$ cat src/rtl/rx_header_strip_pkg.sv
// Shared definitions for the rx header-strip stage: header bit-field layout,
// FSM states and the payload byte-count helper.
package rx_header_strip_pkg;

  localparam int unsigned DATA_W         = 128;
  localparam int unsigned KEEP_W         = 4;
  localparam int unsigned NODE_W         = 8;
  localparam int unsigned CNT_W          = 32;
  localparam int unsigned LEN_W          = 16;
  localparam int unsigned ADDR_W         = 64;
  localparam int unsigned ACC_W          = 17;
  localparam int unsigned BYTES_PER_KEEP = 4;

  // Header beat (beat 0) field positions; bits [63:40] are reserved
  localparam int unsigned OPC_LSB  = 0;
  localparam int unsigned OPC_W    = 8;
  localparam int unsigned SRC_LSB  = 8;
  localparam int unsigned SRC_W    = 8;
  localparam int unsigned DST_LSB  = 16;
  localparam int unsigned LEN_LSB  = 24;
  localparam int unsigned ADDR_LSB = 64;

  typedef enum logic [1:0] {
    HDR,
    PAYLOAD,
    DROP
  } state_e;

  // Bytes carried by one beat: each tkeep bit marks one 32-bit word
  function automatic logic [ACC_W-1:0] keep_bytes(input logic [KEEP_W-1:0] keep);
    return ACC_W'($countones(keep)) * ACC_W'(BYTES_PER_KEEP);
  endfunction

endpackage

$ cat src/rtl/rx_header_strip_if.sv
// Bus bundle for rx_header_strip: inbound router stream, decoded header
// channel and outbound payload stream.
// master: environment driving the inbound stream and sinking both outputs.
// slave:  the header-strip stage itself.
interface rx_header_strip_if;
  import rx_header_strip_pkg::*;

  logic              io_in_valid;
  logic              io_in_ready;
  logic [DATA_W-1:0] io_in_tdata;
  logic [KEEP_W-1:0] io_in_tkeep;
  logic              io_in_tlast;

  logic              io_hdr_valid;
  logic              io_hdr_ready;
  logic [OPC_W-1:0]  io_hdr_opcode;
  logic [SRC_W-1:0]  io_hdr_src;
  logic [LEN_W-1:0]  io_hdr_len;
  logic [ADDR_W-1:0] io_hdr_addr;

  logic              io_pay_valid;
  logic              io_pay_ready;
  logic [DATA_W-1:0] io_pay_tdata;
  logic [KEEP_W-1:0] io_pay_tkeep;
  logic              io_pay_tlast;

  modport master (
    output io_in_valid, io_in_tdata, io_in_tkeep, io_in_tlast, io_hdr_ready, io_pay_ready,
    input  io_in_ready, io_hdr_valid, io_hdr_opcode, io_hdr_src, io_hdr_len, io_hdr_addr,
    input  io_pay_valid, io_pay_tdata, io_pay_tkeep, io_pay_tlast
  );

  modport slave (
    input  io_in_valid, io_in_tdata, io_in_tkeep, io_in_tlast, io_hdr_ready, io_pay_ready,
    output io_in_ready, io_hdr_valid, io_hdr_opcode, io_hdr_src, io_hdr_len, io_hdr_addr,
    output io_pay_valid, io_pay_tdata, io_pay_tkeep, io_pay_tlast
  );

endinterface

$ cat src/rtl/rx_header_strip_skid.sv
// axis_skid_buffer: 2-entry registered FIFO. Ready depends only on fill
// level, so upstream never sees a combinational path from downstream ready,
// yet a push and pop in the same cycle sustain one beat per cycle.
module axis_skid_buffer #(
  parameter int unsigned WIDTH = 8
) (
  input  logic             clk_i,
  input  logic             rst_ni,
  input  logic             in_valid_i,
  output logic             in_ready_o,
  input  logic [WIDTH-1:0] in_data_i,
  output logic             out_valid_o,
  input  logic             out_ready_i,
  output logic [WIDTH-1:0] out_data_o
);

  logic [WIDTH-1:0] mem_q [2];
  logic             wr_ptr_q;
  logic             rd_ptr_q;
  logic [1:0]       count_q;
  logic [1:0]       count_d;
  logic             push;
  logic             pop;

  assign in_ready_o  = (count_q != 2'd2);
  assign out_valid_o = (count_q != 2'd0);
  assign out_data_o  = mem_q[rd_ptr_q];
  assign push        = in_valid_i && in_ready_o;
  assign pop         = out_valid_o && out_ready_i;

  // Occupancy tracking
  always_comb begin
    count_d = count_q;
    case ({push, pop})
      2'b10:   count_d = count_q + 2'd1;
      2'b01:   count_d = count_q - 2'd1;
      default: count_d = count_q;
    endcase
  end

  // Storage and pointer registers
  always_ff @(posedge clk_i or negedge rst_ni) begin
    if (!rst_ni) begin
      mem_q[0] <= '0;
      mem_q[1] <= '0;
      wr_ptr_q <= 1'b0;
      rd_ptr_q <= 1'b0;
      count_q  <= '0;
    end else begin
      if (push) begin
        mem_q[wr_ptr_q] <= in_data_i;
        wr_ptr_q        <= ~wr_ptr_q;
      end
      if (pop) rd_ptr_q <= ~rd_ptr_q;
      count_q <= count_d;
    end
  end

endmodule

$ cat src/rtl/rx_header_strip.sv
// rx_header_strip: splits beat 0 of each packet into a decoded header
// channel, forwards the remaining beats through a skid buffer, drops packets
// for other nodes and flags payload-length mismatches.
module rx_header_strip
  import rx_header_strip_pkg::*;
(
  input  logic              clock,
  input  logic              reset,
  rx_header_strip_if.slave  bus,
  input  logic [NODE_W-1:0] io_local_node_id,
  output logic              io_len_err,
  output logic [CNT_W-1:0]  io_pkt_cnt,
  output logic [CNT_W-1:0]  io_drop_cnt
);

  localparam int unsigned SKID_W = DATA_W + KEEP_W + 1;

  logic [1:0]        rst_sync_q;
  logic              rst_n;
  state_e            state_q, state_d;
  logic              hdr_valid_q, hdr_valid_d;
  logic [OPC_W-1:0]  hdr_opc_q, hdr_opc_d;
  logic [SRC_W-1:0]  hdr_src_q, hdr_src_d;
  logic [LEN_W-1:0]  hdr_len_q, hdr_len_d;
  logic [ADDR_W-1:0] hdr_addr_q, hdr_addr_d;
  logic [ACC_W-1:0]  acc_q, acc_d;
  logic              len_err_q, len_err_d;
  logic [CNT_W-1:0]  pkt_cnt_q, pkt_cnt_d;
  logic [CNT_W-1:0]  drop_cnt_q, drop_cnt_d;
  logic              in_ready;
  logic              in_fire;
  logic [ACC_W-1:0]  acc_sum;
  logic              sk_in_valid;
  logic              sk_in_ready;
  logic [SKID_W-1:0] sk_out_data;

  // Reset asserts immediately, releases on a clock edge
  always_ff @(posedge clock or negedge reset) begin
    if (!reset) rst_sync_q <= '0;
    else        rst_sync_q <= {rst_sync_q[0], 1'b1};
  end
  assign rst_n = rst_sync_q[1];

  assign sk_in_valid = (state_q == PAYLOAD) && bus.io_in_valid;
  assign in_fire     = bus.io_in_valid && in_ready;
  assign acc_sum     = acc_q + keep_bytes(bus.io_in_tkeep);

  axis_skid_buffer #(.WIDTH(SKID_W)) u_skid (
    .clk_i      (clock),
    .rst_ni     (rst_n),
    .in_valid_i (sk_in_valid),
    .in_ready_o (sk_in_ready),
    .in_data_i  ({bus.io_in_tdata, bus.io_in_tkeep, bus.io_in_tlast}),
    .out_valid_o(bus.io_pay_valid),
    .out_ready_i(bus.io_pay_ready),
    .out_data_o (sk_out_data)
  );

  // Next-state: packet FSM, header register, length check, counters
  always_comb begin
    state_d     = state_q;
    hdr_valid_d = hdr_valid_q;
    hdr_opc_d   = hdr_opc_q;
    hdr_src_d   = hdr_src_q;
    hdr_len_d   = hdr_len_q;
    hdr_addr_d  = hdr_addr_q;
    acc_d       = acc_q;
    len_err_d   = 1'b0;
    pkt_cnt_d   = pkt_cnt_q;
    drop_cnt_d  = drop_cnt_q;
    in_ready    = 1'b0;

    // Header consumption is independent of where the FSM is
    if (hdr_valid_q && bus.io_hdr_ready) hdr_valid_d = 1'b0;

    case (state_q)
      HDR: begin
        in_ready = !hdr_valid_q || bus.io_hdr_ready;
        if (in_fire) begin
          if (bus.io_in_tdata[DST_LSB +: NODE_W] != io_local_node_id) begin
            drop_cnt_d = drop_cnt_q + CNT_W'(1);
            if (!bus.io_in_tlast) state_d = DROP;
          end else begin
            hdr_valid_d = 1'b1;
            hdr_opc_d   = bus.io_in_tdata[OPC_LSB +: OPC_W];
            hdr_src_d   = bus.io_in_tdata[SRC_LSB +: SRC_W];
            hdr_len_d   = bus.io_in_tdata[LEN_LSB +: LEN_W];
            hdr_addr_d  = bus.io_in_tdata[ADDR_LSB +: ADDR_W];
            pkt_cnt_d   = pkt_cnt_q + CNT_W'(1);
            if (bus.io_in_tlast) begin
              len_err_d = (bus.io_in_tdata[LEN_LSB +: LEN_W] != '0);
            end else begin
              acc_d   = '0;
              state_d = PAYLOAD;
            end
          end
        end
      end
      PAYLOAD: begin
        in_ready = sk_in_ready;
        if (in_fire) begin
          acc_d = acc_sum;
          if (bus.io_in_tlast) begin
            // hdr_len_q cannot be reloaded before this packet ends
            len_err_d = (acc_sum != {1'b0, hdr_len_q});
            state_d   = HDR;
          end
        end
      end
      DROP: begin
        in_ready = 1'b1;
        if (bus.io_in_valid && bus.io_in_tlast) state_d = HDR;
      end
      default: state_d = HDR;
    endcase
  end

  // State and datapath registers
  always_ff @(posedge clock or negedge rst_n) begin
    if (!rst_n) begin
      state_q     <= HDR;
      hdr_valid_q <= 1'b0;
      hdr_opc_q   <= '0;
      hdr_src_q   <= '0;
      hdr_len_q   <= '0;
      hdr_addr_q  <= '0;
      acc_q       <= '0;
      len_err_q   <= 1'b0;
      pkt_cnt_q   <= '0;
      drop_cnt_q  <= '0;
    end else begin
      state_q     <= state_d;
      hdr_valid_q <= hdr_valid_d;
      hdr_opc_q   <= hdr_opc_d;
      hdr_src_q   <= hdr_src_d;
      hdr_len_q   <= hdr_len_d;
      hdr_addr_q  <= hdr_addr_d;
      acc_q       <= acc_d;
      len_err_q   <= len_err_d;
      pkt_cnt_q   <= pkt_cnt_d;
      drop_cnt_q  <= drop_cnt_d;
    end
  end

  assign bus.io_in_ready   = in_ready;
  assign bus.io_hdr_valid  = hdr_valid_q;
  assign bus.io_hdr_opcode = hdr_opc_q;
  assign bus.io_hdr_src    = hdr_src_q;
  assign bus.io_hdr_len    = hdr_len_q;
  assign bus.io_hdr_addr   = hdr_addr_q;
  assign {bus.io_pay_tdata, bus.io_pay_tkeep, bus.io_pay_tlast} = sk_out_data;
  assign io_len_err  = len_err_q;
  assign io_pkt_cnt  = pkt_cnt_q;
  assign io_drop_cnt = drop_cnt_q;

endmodule

$ cat src/flat_wrapper.sv
// flat-port wrapper written by rule: the top's interface ports become plain ports
module rx_header_strip_flat import rx_header_strip_pkg::*;
  (clock, reset, io_local_node_id, io_len_err, io_pkt_cnt, io_drop_cnt, bus_io_in_valid, bus_io_in_tdata, bus_io_in_tkeep, bus_io_in_tlast, bus_io_hdr_ready, bus_io_pay_ready, bus_io_in_ready, bus_io_hdr_valid, bus_io_hdr_opcode, bus_io_hdr_src, bus_io_hdr_len, bus_io_hdr_addr, bus_io_pay_valid, bus_io_pay_tdata, bus_io_pay_tkeep, bus_io_pay_tlast);
  rx_header_strip_if bus_i ();
  input  logic clock;
  input  logic reset;
  input  logic [NODE_W-1:0] io_local_node_id;
  output logic io_len_err;
  output logic [CNT_W-1:0] io_pkt_cnt;
  output logic [CNT_W-1:0] io_drop_cnt;
  input wire logic [$bits(bus_i.io_in_valid)-1:0] bus_io_in_valid;
  input wire logic [$bits(bus_i.io_in_tdata)-1:0] bus_io_in_tdata;
  input wire logic [$bits(bus_i.io_in_tkeep)-1:0] bus_io_in_tkeep;
  input wire logic [$bits(bus_i.io_in_tlast)-1:0] bus_io_in_tlast;
  input wire logic [$bits(bus_i.io_hdr_ready)-1:0] bus_io_hdr_ready;
  input wire logic [$bits(bus_i.io_pay_ready)-1:0] bus_io_pay_ready;
  output wire logic [$bits(bus_i.io_in_ready)-1:0] bus_io_in_ready;
  output wire logic [$bits(bus_i.io_hdr_valid)-1:0] bus_io_hdr_valid;
  output wire logic [$bits(bus_i.io_hdr_opcode)-1:0] bus_io_hdr_opcode;
  output wire logic [$bits(bus_i.io_hdr_src)-1:0] bus_io_hdr_src;
  output wire logic [$bits(bus_i.io_hdr_len)-1:0] bus_io_hdr_len;
  output wire logic [$bits(bus_i.io_hdr_addr)-1:0] bus_io_hdr_addr;
  output wire logic [$bits(bus_i.io_pay_valid)-1:0] bus_io_pay_valid;
  output wire logic [$bits(bus_i.io_pay_tdata)-1:0] bus_io_pay_tdata;
  output wire logic [$bits(bus_i.io_pay_tkeep)-1:0] bus_io_pay_tkeep;
  output wire logic [$bits(bus_i.io_pay_tlast)-1:0] bus_io_pay_tlast;
  assign bus_i.io_in_valid = bus_io_in_valid;
  assign bus_i.io_in_tdata = bus_io_in_tdata;
  assign bus_i.io_in_tkeep = bus_io_in_tkeep;
  assign bus_i.io_in_tlast = bus_io_in_tlast;
  assign bus_i.io_hdr_ready = bus_io_hdr_ready;
  assign bus_i.io_pay_ready = bus_io_pay_ready;
  assign bus_io_in_ready = bus_i.io_in_ready;
  assign bus_io_hdr_valid = bus_i.io_hdr_valid;
  assign bus_io_hdr_opcode = bus_i.io_hdr_opcode;
  assign bus_io_hdr_src = bus_i.io_hdr_src;
  assign bus_io_hdr_len = bus_i.io_hdr_len;
  assign bus_io_hdr_addr = bus_i.io_hdr_addr;
  assign bus_io_pay_valid = bus_i.io_pay_valid;
  assign bus_io_pay_tdata = bus_i.io_pay_tdata;
  assign bus_io_pay_tkeep = bus_i.io_pay_tkeep;
  assign bus_io_pay_tlast = bus_i.io_pay_tlast;
  rx_header_strip u_core (.clock(clock), .reset(reset), .bus(bus_i), .io_local_node_id(io_local_node_id), .io_len_err(io_len_err), .io_pkt_cnt(io_pkt_cnt), .io_drop_cnt(io_drop_cnt));
endmodule
$ cat config.mk
export PLATFORM = sky130hd
export DESIGN_NAME = rx_header_strip_flat
export DESIGN_NICKNAME = d
export VERILOG_FILES = /design/src/rtl/rx_header_strip_pkg.sv /design/src/rtl/rx_header_strip_if.sv /design/src/rtl/rx_header_strip_skid.sv /design/src/rtl/rx_header_strip.sv /design/src/flat_wrapper.sv
export SDC_FILE = /design/constraint.sdc
export NUM_CORES = 1
export LEC_CHECK = 0
export ABC_CLOCK_PERIOD_IN_PS = 16350
export CORE_MARGIN = 4
export CORE_UTILIZATION = 51
export DETAILED_ROUTE_END_ITERATION = 16
export PLACE_DENSITY = 0.81
export SKIP_CTS_REPAIR_TIMING = 1
export SLEW_MARGIN = 10
export SYNTH_ARGS = -nofsm -noshare
export SYNTH_HDL_FRONTEND = slang
export SYNTH_SLANG_ARGS = --single-unit
$ cat constraint.sdc
create_clock -name clock -period 16.35 [get_ports clock]
set_input_delay 4.905 -clock clock [delete_from_list [all_inputs] [get_ports clock]]
set_output_delay 4.905 -clock clock [all_outputs]
set_load 0.1 [all_outputs]
==> impl_metrics.py <==
metrics = {
    "status": {
        "status": "completed",
    },
    "cts": {
        "clkSinkCount": 451,
        "cts_tree": "done",
        "cts_max_path_buffers": 3,
        "h-tree-depth": 2,
        "clkTransAtPathRegs_ns": 0.05,
        "clkLatencyLatePin_ns": 0.56,
        "cts_root_buf": "clkbuf_16",
        "cts_buffers": 47,
    },
    "worst_setup_path": {
        "crit_fanout": 2,
        "timing.rr.start": "u_core.state_q[1]",
        "critPathCaptureType": "primary output",
        "reg2reg_depth": 7,
        "crit_path_max_incr_delay_ns": 1.17,
        "crit_top_cell": "clkdlybuf4s50_1",
        "critical_path_arrival_ns": 6.78,
        "path_class": "in2out",
        "rr_endpoint": "u_core.u_skid.mem_q[238]",
        "required_ns": 11.44,
        "crit_path_top_delay_cell": "clkdlybuf4s50_1",
        "reg2reg_slack_ns": 12.87,
        "worstPathCellList": "clkdlybuf4s50_1 -> nor3b_1 -> o22ai_1 -> clkdlybuf4s50_1",
        "worst_setup_path_start_kind": "primary input",
    },
    "pwr": {
        "p_leak_nw": 12.5,
        "power.total_mw": 2.66,
        "vdd_drop_max_mv": 0.0863,
        "powerDensity_mw_per_mm2": 102,
    },
    "sta": {
        "worstMarginPinSlew_ns": 1.12,
        "maxSlewHeadroom": 0.248,
        "final.min_clock_period_ns": 11.69,
        "drv_slew": 0,
        "finalHoldViolCount": 0,
        "period_share": 0.715,
        "final.setup.tns_ns": 0,
        "timing.fmax_mhz": 85.6,
        "rsz0062_at_grt": "false",
        "worst_slack_ns": 4.66,
        "finalSetupViolations": 0,
        "skew_ns": 0.0166,
    },
    "logic_synthesis": {
        "synth_fp_nets": 1549,
        "async_reset_ff_frac": 1.00,
        "synth-edff-count": 0,
        "synthesis.instances": 1392,
        "yosys-top-cells-area": "dfrtp_1, mux2_2, xnor2_1",
        "synth_area_leader_cell": "dfrtp_1",
        "yosysTopAreaCellShare": 0.572,
        "ys_seq_area_frac": 0.572,
        "avgSynthCellArea_um2": 14.2,
        "syn_area_mm2": 0.0197,
        "yosys_warnings": 0,
        "ys_types": 59,
        "synth-seq-cells": 451,
        "synth_ff_type": "dfrtp_1",
    },
    "routing": {
        "wl_um": 49800,
        "wl_per_cell_um": 21.0,
        "vias": 12794,
        "ant_nets": 0,
        "drt_iter0_markers": 589,
        "drtPass1Iterations": 5,
        "via_per_inst": 5.39,
        "drc": 0,
    },
    "global_route": {
        "antenna_found_initial": 0,
        "grt_overflow": 0,
        "track_usage": 0.235,
        "grt_pass1_vias": 13802,
        "grt_pass1_wl_um": 78300,
        "grt_max_degree": 87,
    },
    "final_layout": {
        "nFillCells": 2684,
        "mostFrequentLayoutCells": "dfrtp_1, mux2_2, clkdlybuf4s50_1",
        "nets": 1988,
        "final_layout_size_suffix_gt1_frac": 0.297,
        "antennaDiodeCount": 0,
        "syn2layout_area_growth_pct": 32.1,
        "seq_area_mm2": 0.0113,
        "fin_cells": 2374,
        "multi_input_area_mm2": 0.00801,
        "final_core_util": 0.687,
        "layout_commonest_cell": "dfrtp_1",
    },
    "place": {
        "gp_congestion": 0.883,
        "place_ws_ns": 4.67,
        "dp.cells": 2293,
        "io_buffers": 442,
        "dpl.hpwl_um": 34900,
    },
    "flow_run": {
        "drv_cap": 0,
    },
    "die": {
        "rows": 71,
        "die_h_um": 205,
        "dieArea_mm2": 0.0419,
        "die_w_um": 205,
        "placeableCoreArea_mm2": 0.0379,
        "io_pins": 443,
        "start_util": 0.520,
    },
    "worst_hold_path": {
        "min_delay_worst_endpoint": "u_core.rst_sync_q[1]",
        "hold_depth": 0,
        "hold_class": "reg2reg",
        "hp-start": "u_core.rst_sync_q[0]",
    },
}
## registers in the layout, summed over array words and instances, names as in the netlist, 2 cells and up
| signal | flops |
|---|---|
| u_core.bus.io_hdr_src | 8 |
| u_core.io_drop_cnt | 32 |
| u_core.u_skid.count_q | 2 |
| u_core.acc_q | 15 |
| u_core.io_pkt_cnt | 32 |
| u_core.state_q | 2 |
| u_core.bus.io_hdr_addr | 64 |
| u_core.rst_sync_q | 2 |
| u_core.bus.io_hdr_opcode | 8 |
| u_core.bus.io_hdr_len | 16 |
| u_core.u_skid.mem_q | 266 |
## where the power goes
part	switching (mW)	total (mW)	internal [mW]	leakage, nW
Clock	0.424	1.07	0.641	0.766
Combinational	0.258	0.401	0.143	5.47
Sequential	0.0565	1.20	1.14	6.26
Total	0.739	2.66	1.92	12.5
## kinds of logic after synthesis
| kind of cell | count (synthesis) | share of synthesized area |
|---|---|---|
| AOI/OAI and AO/OA | 51 | 0.0175 |
| xor gates and xnor gates | 97 | 0.0438 |
| adders and majority gates | 11 | 0.00774 |
| buffers and inverters | 76 | 0.0226 |
| DFF | 451 | 0.572 |
| muxes | 480 | 0.274 |
| other | 1 | 0.000190 |
| and+or+nand+nor | 225 | 0.0617 |
## per-stage QoR
| stage | instance area (um^2) | hold WS [ns] |
|---|---|---|
| final | 26000 | 0.360 |
| after floorplan | 19700 | 0.331 |
| after global routing | 26000 | 0.364 |
| after detailed placement | 24500 | 0.349 |
| after global placement | 24500 | 0.336 |
| after CTS | 26000 | 0.362 |
## Yosys cell counts (3+ instances only)
library cell	count
nand4_1	15
buf_2	26
xor2_1	29
o21ai_0	20
nor4_1	8
nor2_4	3
nor3_1	10
inv_1	13
nor2_1	17
mux2_2	446
nor2_2	4
nand2_1	84
buf_6	16
ha_1	9
clkbuf_1	18
mux2_1	34
and2_1	8
nor3_4	3
o31ai_1	9
and3_1	16
nand3_1	31
xnor2_1	66
and4_1	9
dfrtp_1	451
nand2b_1	3
## how the worst max path moves through the flow
stage / from / to / slack [ns]
global route: bus_io_hdr_ready / bus_io_in_ready / 4.60
global placement: bus_io_hdr_ready / bus_io_in_ready / 4.68
detailed placement: bus_io_hdr_ready / bus_io_in_ready / 4.67
CTS: bus_io_hdr_ready / bus_io_in_ready / 4.68
floorplan: u_core.rst_sync_q[1] / u_core.acc_q[10] / 2.85
finish: bus_io_hdr_ready / bus_io_in_ready / 4.66
## metal layers
metal / GRT usage / share of wire
met2: 0.399 / 0.49
met3: 0.0700 / 0.080
met5: 0 / 0
met1: 0.291 / 0.40
met4: 0.0735 / 0.027
## final cells by class
| type | count | share of cell area |
|---|---|---|
| tap | 511 | 0.0245 |
| clock buffer | 68 | 0.0540 |
| timing repair buffer | 452 | 0.173 |
| clock inverter | 13 | 0.00557 |
| inverter | 14 | 0.00202 |
| sequential | 451 | 0.434 |
| multi-input combinational | 865 | 0.307 |
## worst max-delay path: cells and delay by family
| kind | cells | cell delay, ns |
|---|---|---|
| compound gates | 1 | 0.18 |
| buf+inv | 2 | 1.64 |
| simple gates | 1 | 0.05 |
Power figures use the tool's default switching activity.
